$ cat config.mk
export PLATFORM = sky130hd
export DESIGN_NAME = data_interconnect
export DESIGN_NICKNAME = d
export VERILOG_FILES = /design/src/rtl/bus_pkg.sv /design/src/rtl/addr_decoder.sv /design/src/rtl/data_interconnect.sv
export SDC_FILE = /design/constraint.sdc
export NUM_CORES = 1
export LEC_CHECK = 0
export ABC_CLOCK_PERIOD_IN_PS = 2400
export BUFFER_PORTS_ARGS = -buffer_cell sky130_fd_sc_hd__buf_4
export CAP_MARGIN = 20
export CELL_PAD_IN_SITES_DETAIL_PLACEMENT = 2
export CELL_PAD_IN_SITES_GLOBAL_PLACEMENT = 2
export CORE_ASPECT_RATIO = 0.6
export CORE_MARGIN = 3
export CORE_UTILIZATION = 23
export CTS_CLUSTER_DIAMETER = 50
export DETAILED_ROUTE_END_ITERATION = 8
export PLACE_DENSITY_LB_ADDON = 0.08
export SETUP_SLACK_MARGIN = 0.2
export SLEW_MARGIN = 20
export SYNTH_ARGS = -nofsm -noshare
export SYNTH_HDL_FRONTEND = slang
export SYNTH_SLANG_ARGS = --single-unit
export TNS_END_PERCENT = 100
$ cat constraint.sdc
create_clock -name clk_i -period 2.4 [get_ports clk_i]
set_input_delay 0.48 -clock clk_i [delete_from_list [all_inputs] [get_ports clk_i]]
set_output_delay 0.48 -clock clk_i [all_outputs]
set_load 0.02 [all_outputs]
$ cat src/rtl/bus_pkg.sv
// Shared types and default region map for the data interconnect.
// Holds FSM state encoding, captured request bundle and wait width.
package bus_pkg;

  localparam int WAIT_W = 4;

  localparam logic [127:0] DEF_BASE = {
    32'h0000_4010, 32'h0000_4000,
    32'h0000_2000, 32'h0000_0000
  };

  localparam logic [127:0] DEF_MASK = {
    32'hFFFF_FFFC, 32'hFFFF_FFF0,
    32'hFFFF_E000, 32'hFFFF_E000
  };

  localparam logic [3:0] DEF_RO = 4'b0001;

  localparam logic [15:0] DEF_WAIT = {
    4'd0, 4'd2, 4'd0, 4'd0
  };

  typedef enum logic [2:0] {
    ST_IDLE,
    ST_ACCESS,
    ST_WAIT,
    ST_RESP,
    ST_ERR
  } state_e;

  typedef struct packed {
    logic [31:0] addr;
    logic        wen;
    logic [31:0] wdata;
    logic [3:0]  wmask;
  } req_t;

endpackage

$ cat src/rtl/addr_decoder.sv
// Region decoder: mask/compare per slave, lowest index wins.
// In: addr. Out: hit, idx, ro (read-only region), wait_cyc.
module addr_decoder
  import bus_pkg::*;
#(
  parameter int                    NSLAVES  = 4,
  parameter int                    IDX_W    = 2,
  parameter logic [NSLAVES*32-1:0] SLV_BASE = DEF_BASE,
  parameter logic [NSLAVES*32-1:0] SLV_MASK = DEF_MASK,
  parameter logic [NSLAVES-1:0]    SLV_RO   = DEF_RO,
  parameter logic [NSLAVES*4-1:0]  SLV_WAIT = DEF_WAIT
) (
  input  logic [31:0]       addr,
  output logic              hit,
  output logic [IDX_W-1:0]  idx,
  output logic              ro,
  output logic [WAIT_W-1:0] wait_cyc
);

  always_comb begin
    hit      = 1'b0;
    idx      = '0;
    ro       = 1'b0;
    wait_cyc = '0;
    // Scan high to low so the lowest match overwrites last.
    for (int i = NSLAVES - 1; i >= 0; i--) begin
      if ((addr & SLV_MASK[32*i +: 32])
          == SLV_BASE[32*i +: 32]) begin
        hit      = 1'b1;
        idx      = IDX_W'(i);
        ro       = SLV_RO[i];
        wait_cyc = SLV_WAIT[WAIT_W*i +: WAIT_W];
      end
    end
  end

endmodule

$ cat src/rtl/data_interconnect.sv
// Single-outstanding core-to-slave interconnect with wait states.
// Core req/gnt/rvalid port in, NSLAVES chip-selected slaves out.
module data_interconnect
  import bus_pkg::*;
#(
  parameter int                    NSLAVES  = 4,
  parameter logic [NSLAVES*32-1:0] SLV_BASE = DEF_BASE,
  parameter logic [NSLAVES*32-1:0] SLV_MASK = DEF_MASK,
  parameter logic [NSLAVES-1:0]    SLV_RO   = DEF_RO,
  parameter logic [NSLAVES*4-1:0]  SLV_WAIT = DEF_WAIT
) (
  input  logic                    clk_i,
  input  logic                    reset_i,
  input  logic                    core_req_i,
  output logic                    core_gnt_o,
  input  logic [31:0]             core_addr_i,
  input  logic                    core_wen_i,
  input  logic [31:0]             core_wdata_i,
  input  logic [3:0]              core_wmask_i,
  output logic                    core_rvalid_o,
  output logic [31:0]             core_rdata_o,
  output logic                    core_err_o,
  output logic [NSLAVES-1:0]      slv_csb_o,
  output logic                    slv_wen_o,
  output logic [31:0]             slv_addr_o,
  output logic [31:0]             slv_wdata_o,
  output logic [3:0]              slv_wmask_o,
  input  logic [NSLAVES*32-1:0]   slv_rdata_i
);

  localparam int IDX_W =
    (NSLAVES > 1) ? $clog2(NSLAVES) : 1;

  state_e            state_q;
  state_e            state_d;
  req_t              req_q;
  logic [IDX_W-1:0]  sel_q;
  logic [WAIT_W-1:0] cnt_q;

  logic              dec_hit;
  logic              dec_ro;
  logic [IDX_W-1:0]  dec_idx;
  logic [WAIT_W-1:0] dec_wait;
  logic              accept;
  logic              bad;
  logic [31:0]       rdata_arr [NSLAVES];

  addr_decoder #(
    .NSLAVES  (NSLAVES),
    .IDX_W    (IDX_W),
    .SLV_BASE (SLV_BASE),
    .SLV_MASK (SLV_MASK),
    .SLV_RO   (SLV_RO),
    .SLV_WAIT (SLV_WAIT)
  ) u_dec (
    .addr     (core_addr_i),
    .hit      (dec_hit),
    .idx      (dec_idx),
    .ro       (dec_ro),
    .wait_cyc (dec_wait)
  );

  // Grant is masked by reset so nothing is accepted while held.
  assign core_gnt_o = reset_i && (state_q == ST_IDLE);
  assign accept     = core_req_i && core_gnt_o;
  assign bad        = !dec_hit || (dec_ro && !core_wen_i);

  always_comb begin
    state_d = state_q;
    unique case (state_q)
      ST_IDLE: begin
        if (accept) state_d = bad ? ST_ERR : ST_ACCESS;
      end
      ST_ACCESS: begin
        state_d = (cnt_q == '0) ? ST_RESP : ST_WAIT;
      end
      ST_WAIT: begin
        if (cnt_q == WAIT_W'(1)) state_d = ST_RESP;
      end
      ST_RESP: state_d = ST_IDLE;
      ST_ERR:  state_d = ST_IDLE;
      default: state_d = ST_IDLE;
    endcase
  end

  always_ff @(posedge clk_i or negedge reset_i) begin
    if (!reset_i) begin
      state_q <= ST_IDLE;
      req_q   <= '0;
      sel_q   <= '0;
      cnt_q   <= '0;
    end else begin
      state_q <= state_d;
      if (accept) begin
        req_q.addr  <= core_addr_i;
        req_q.wen   <= core_wen_i;
        req_q.wdata <= core_wdata_i;
        req_q.wmask <= core_wmask_i;
        sel_q       <= dec_idx;
        cnt_q       <= dec_wait;
      end else if (state_q == ST_WAIT) begin
        cnt_q <= cnt_q - WAIT_W'(1);
      end
    end
  end

  always_comb begin
    for (int i = 0; i < NSLAVES; i++) begin
      rdata_arr[i] = slv_rdata_i[32*i +: 32];
    end
  end

  always_comb begin
    slv_csb_o = '1;
    if (state_q == ST_ACCESS) slv_csb_o[sel_q] = 1'b0;
  end

  assign slv_wen_o   = (state_q == ST_ACCESS) ? req_q.wen : 1'b1;
  assign slv_addr_o  = req_q.addr;
  assign slv_wdata_o = req_q.wdata;
  assign slv_wmask_o = req_q.wmask;

  assign core_rvalid_o = (state_q == ST_RESP)
                      || (state_q == ST_ERR);
  assign core_err_o    = (state_q == ST_ERR);
  // Writes return zero data; only reads forward the slave word.
  assign core_rdata_o  = (state_q == ST_RESP && req_q.wen)
                         ? rdata_arr[sel_q] : '0;

endmodule

==> impl_results.md <==
* Status: finished clean
* Critical Path RT at about 1.9 ns
* Most area-hungry cell type in the Yosys netlist: dfrtp_1
* Antenna violations before repair at 0
* # diodes at 0
* Top cells by area, synth: dfrtp_1 (40%), nand2_1 (17%), mux4_2 (15%)
* Worst EP arrival at roughly 1.8 ns
* Fmax at roughly 430 MHz
* Worst min path class: in -> async
* Die H at between 100 and 150 µm
* Cell Area, Synth at slightly below 0.005 mm²
* Dominant synthesized flop cell: dfrtp_1
* Core area at about 0.020 mm²
* Commonest non-fill, non-tap cell in the layout: buf_4
* Yosys cell types at 38
* Final TNS setup at 0 ns
* Worst-path fanout max at 7
* Wire per inst at a little under 20 µm
* Fillers at between 2000 and 2500
* Slew @ Worst Pin at around 0.80 ns
* Worst VDD drop at 0.299 mV
* Core Rows at 40
* Starting DRT DRC Count at about 120
* EDFF count, synth at 0
* Unrepaired setup endpoints after global routing: true
* # DRC at 0
* Area Growth Syn to Fin at 53.3%
* Crit Path Class: reg -> out
* Most frequent cells in the layout: buf_4 (307), nand2_1 (218), dfrtp_1 (75), mux4_2 (32), nor2b_1 (21)
* Cell count after synthesis at a little over 500
* Initial Utilization at a little under a quarter
* Clock-pin slew on the worst setup and hold paths at around 0.060 ns
* Die width at roughly 190 µm
* Final core area utilization at 36.6%
* FF+latch area at 0.00196 mm²
* Syn Nets at 715
* Max-slew headroom at between 40% and 50%
* Avg Inst Size Synth at about 9.4 µm²
* Critical path capture point type: output port
* Final WS setup at just over 0.08 ns
* Max stage delay on crit path at approximately 0.48 ns
* CTS Hold Bufs at 0
* All-Layer GR Usage at approximately 18%
* Area of the multi-input gates at between 0.002 and 0.0025 mm²
* Setup slack at placement at about 0.33 ns
* Input/output buffers at ~300
* Root Driver: clkbuf_16
* Post-DRT Antenna Nets at 0
* Setup crit start kind: register
* Synth warnings at 0
* Yosys reg bits at a little under 80
* CTS Buffer Depth at 2
* LEAKAGE at between 3 and 4 nW
* CTS H-tree lvls at 3
* Worst path most repeated cell: buf_12
* DRT Pass-1 Iters at 4
* Routed wire length at slightly above 20 mm
* Seq/Total Area, Yosys at 40.3%
* Worst-skew pair later-pin latency at 0.34 ns
* CTS buffer count at 9
* Pin count of the biggest net entering global routing at 57
* Grt ovf at 0
* # clock sinks at 78
* Share of cells above drive strength 1 at between 50% and 60%
* Max-cap check violation count at 0
* Layout Nets at 959
* CP max stage cell: mux4_2
* Vias in the first global route at roughly 5000
* DR vias/cell at 4.34
* Clock skew at 0.00702 ns
* Cell chain of the critical path: buf_12, buf_12, mux4_2, nor2b_1, buf_4
* Synth top area share at 40.3%
* DP Wirelength at around 16 mm
* Hold Vio Cnt, Final at 0
* GPL Wtd Cong at about 0.86
* First-pass GRT wire length at 31.8 mm
* Crit share post-route at a little over nine tenths
* CTS tree: done
* Min Tclk post-route at roughly 2.3 ns
* Die area at about 0.023 mm²
* Pins Over Slew Limit at 0
* Ys async rst share at 100%
* Via count at roughly 4500
* Min Hold Slack at between 0.15 and 0.2 ns
* Final setup fails at 0
* I/O pin total at 308
* PD cells at 554 mW/mm²
==> routing by layer <==
metal / up-vias / global-route usage [%] / wire (µm)
li1: 2089 / - / -
met1: 2234 / 23.1 / 9020
met2: 131 / 29.5 / 10000
met3: 26 / 5.33 / 1130
met4: 0 / 3.79 / 318
met5: - / 0 / 0
==> state kept, by name, summed over array words and instances (netlist names) <==
register / count
slv_addr_o: 32
slv_wdata_o: 32
req_q: 1
state_q: 3
slv_wmask_o: 4
sel_q: 2
cnt_q: 4
==> per-stage QoR <==
step                      std cells  instance area [µm²]  power (mW)
after global routing           1033                 7430        4.38
after detailed placement       1011                 6880        2.77
after global placement         1011                 6880        2.73
after CTS                      1033                 7330        4.20
final                          1033                 7430        4.11
after floorplan                 513                 4850        2.33
==> final timing paths <==
| kind | start | to | slack, ns | cells past startpoint |
|---|---|---|---|---|
| min in group clk_i | core_wdata_i[9] | slv_wdata_o[9] | 0.33 | 3 |
| min reg2reg | slv_wdata_o[7] | slv_wdata_o[7] | 0.47 | 2 |
| min | reset_i | slv_addr_o[30] | 0.19 | 2 |
| max reg2reg | state_q[1] | slv_wdata_o[29] | 0.59 | 5 |
| max | sel_q[0] | core_rdata_o[20] | 0.08 | 5 |
| max in group asynchronous | reset_i | slv_wdata_o[19] | 1.10 | 3 |
==> cells by family after synthesis <==
family	synth area share [%]
multiplexers	15.1
XOR/XNOR	0.723
adder cells (fa/ha/maj)	0.516
buffers and inverters	16.1
AND/OR/NAND/NOR	25.4
flip-flops	40.3
AO/OA/AOI/OAI	1.96
==> layout make-up <==
class	instances	share of cell area [%]
flip-flops and latches	78	26.3
well taps	273	4.60
repair buffers	330	35.4
inverters	2	0.101
clock buffers	13	3.50
multi-input cells	336	29.7
clock inverters	1	0.404
==> power by group <==
group	total, mW	internal, mW	switching (mW)
clock network	1.39	0.853	0.534
logic	1.13	0.557	0.572
registers	1.60	1.49	0.105
==> timing repair <==
item | 4_1_cts | 5_1_grt
hold endpoints to repair | 0 | 0
gates resized for setup | 13 | 27
buffers inserted | 6 | 0
gates cloned | 2 | 0
setup endpoints to repair | 32 | 35
==> synthesized netlist by cell type, types with 2 or more instances <==
master	number
nand2_1	219
dfrtp_1	78
buf_4	72
mux4_2	32
nor2b_1	32
nor2_1	10
buf_6	7
buf_8	7
clkbuf_1	7
nor4_1	5
buf_2	4
a211oi_1	3
nand4_1	3
nor3_1	3
ha_1	2
inv_1	2
nand3_1	2
nor3b_1	2
o21ai_0	2
xnor2_1	2
xor2_1	2
==> worst max-delay path, delay by kind of cell (launching register included) <==
kind / cells / cell delay (ns)
flops: 1 / 0.41
simple gates: 1 / 0.15
buf+inv: 3 / 0.46
mux: 1 / 0.48
Note: power is estimated with default switching activity, not from simulation.
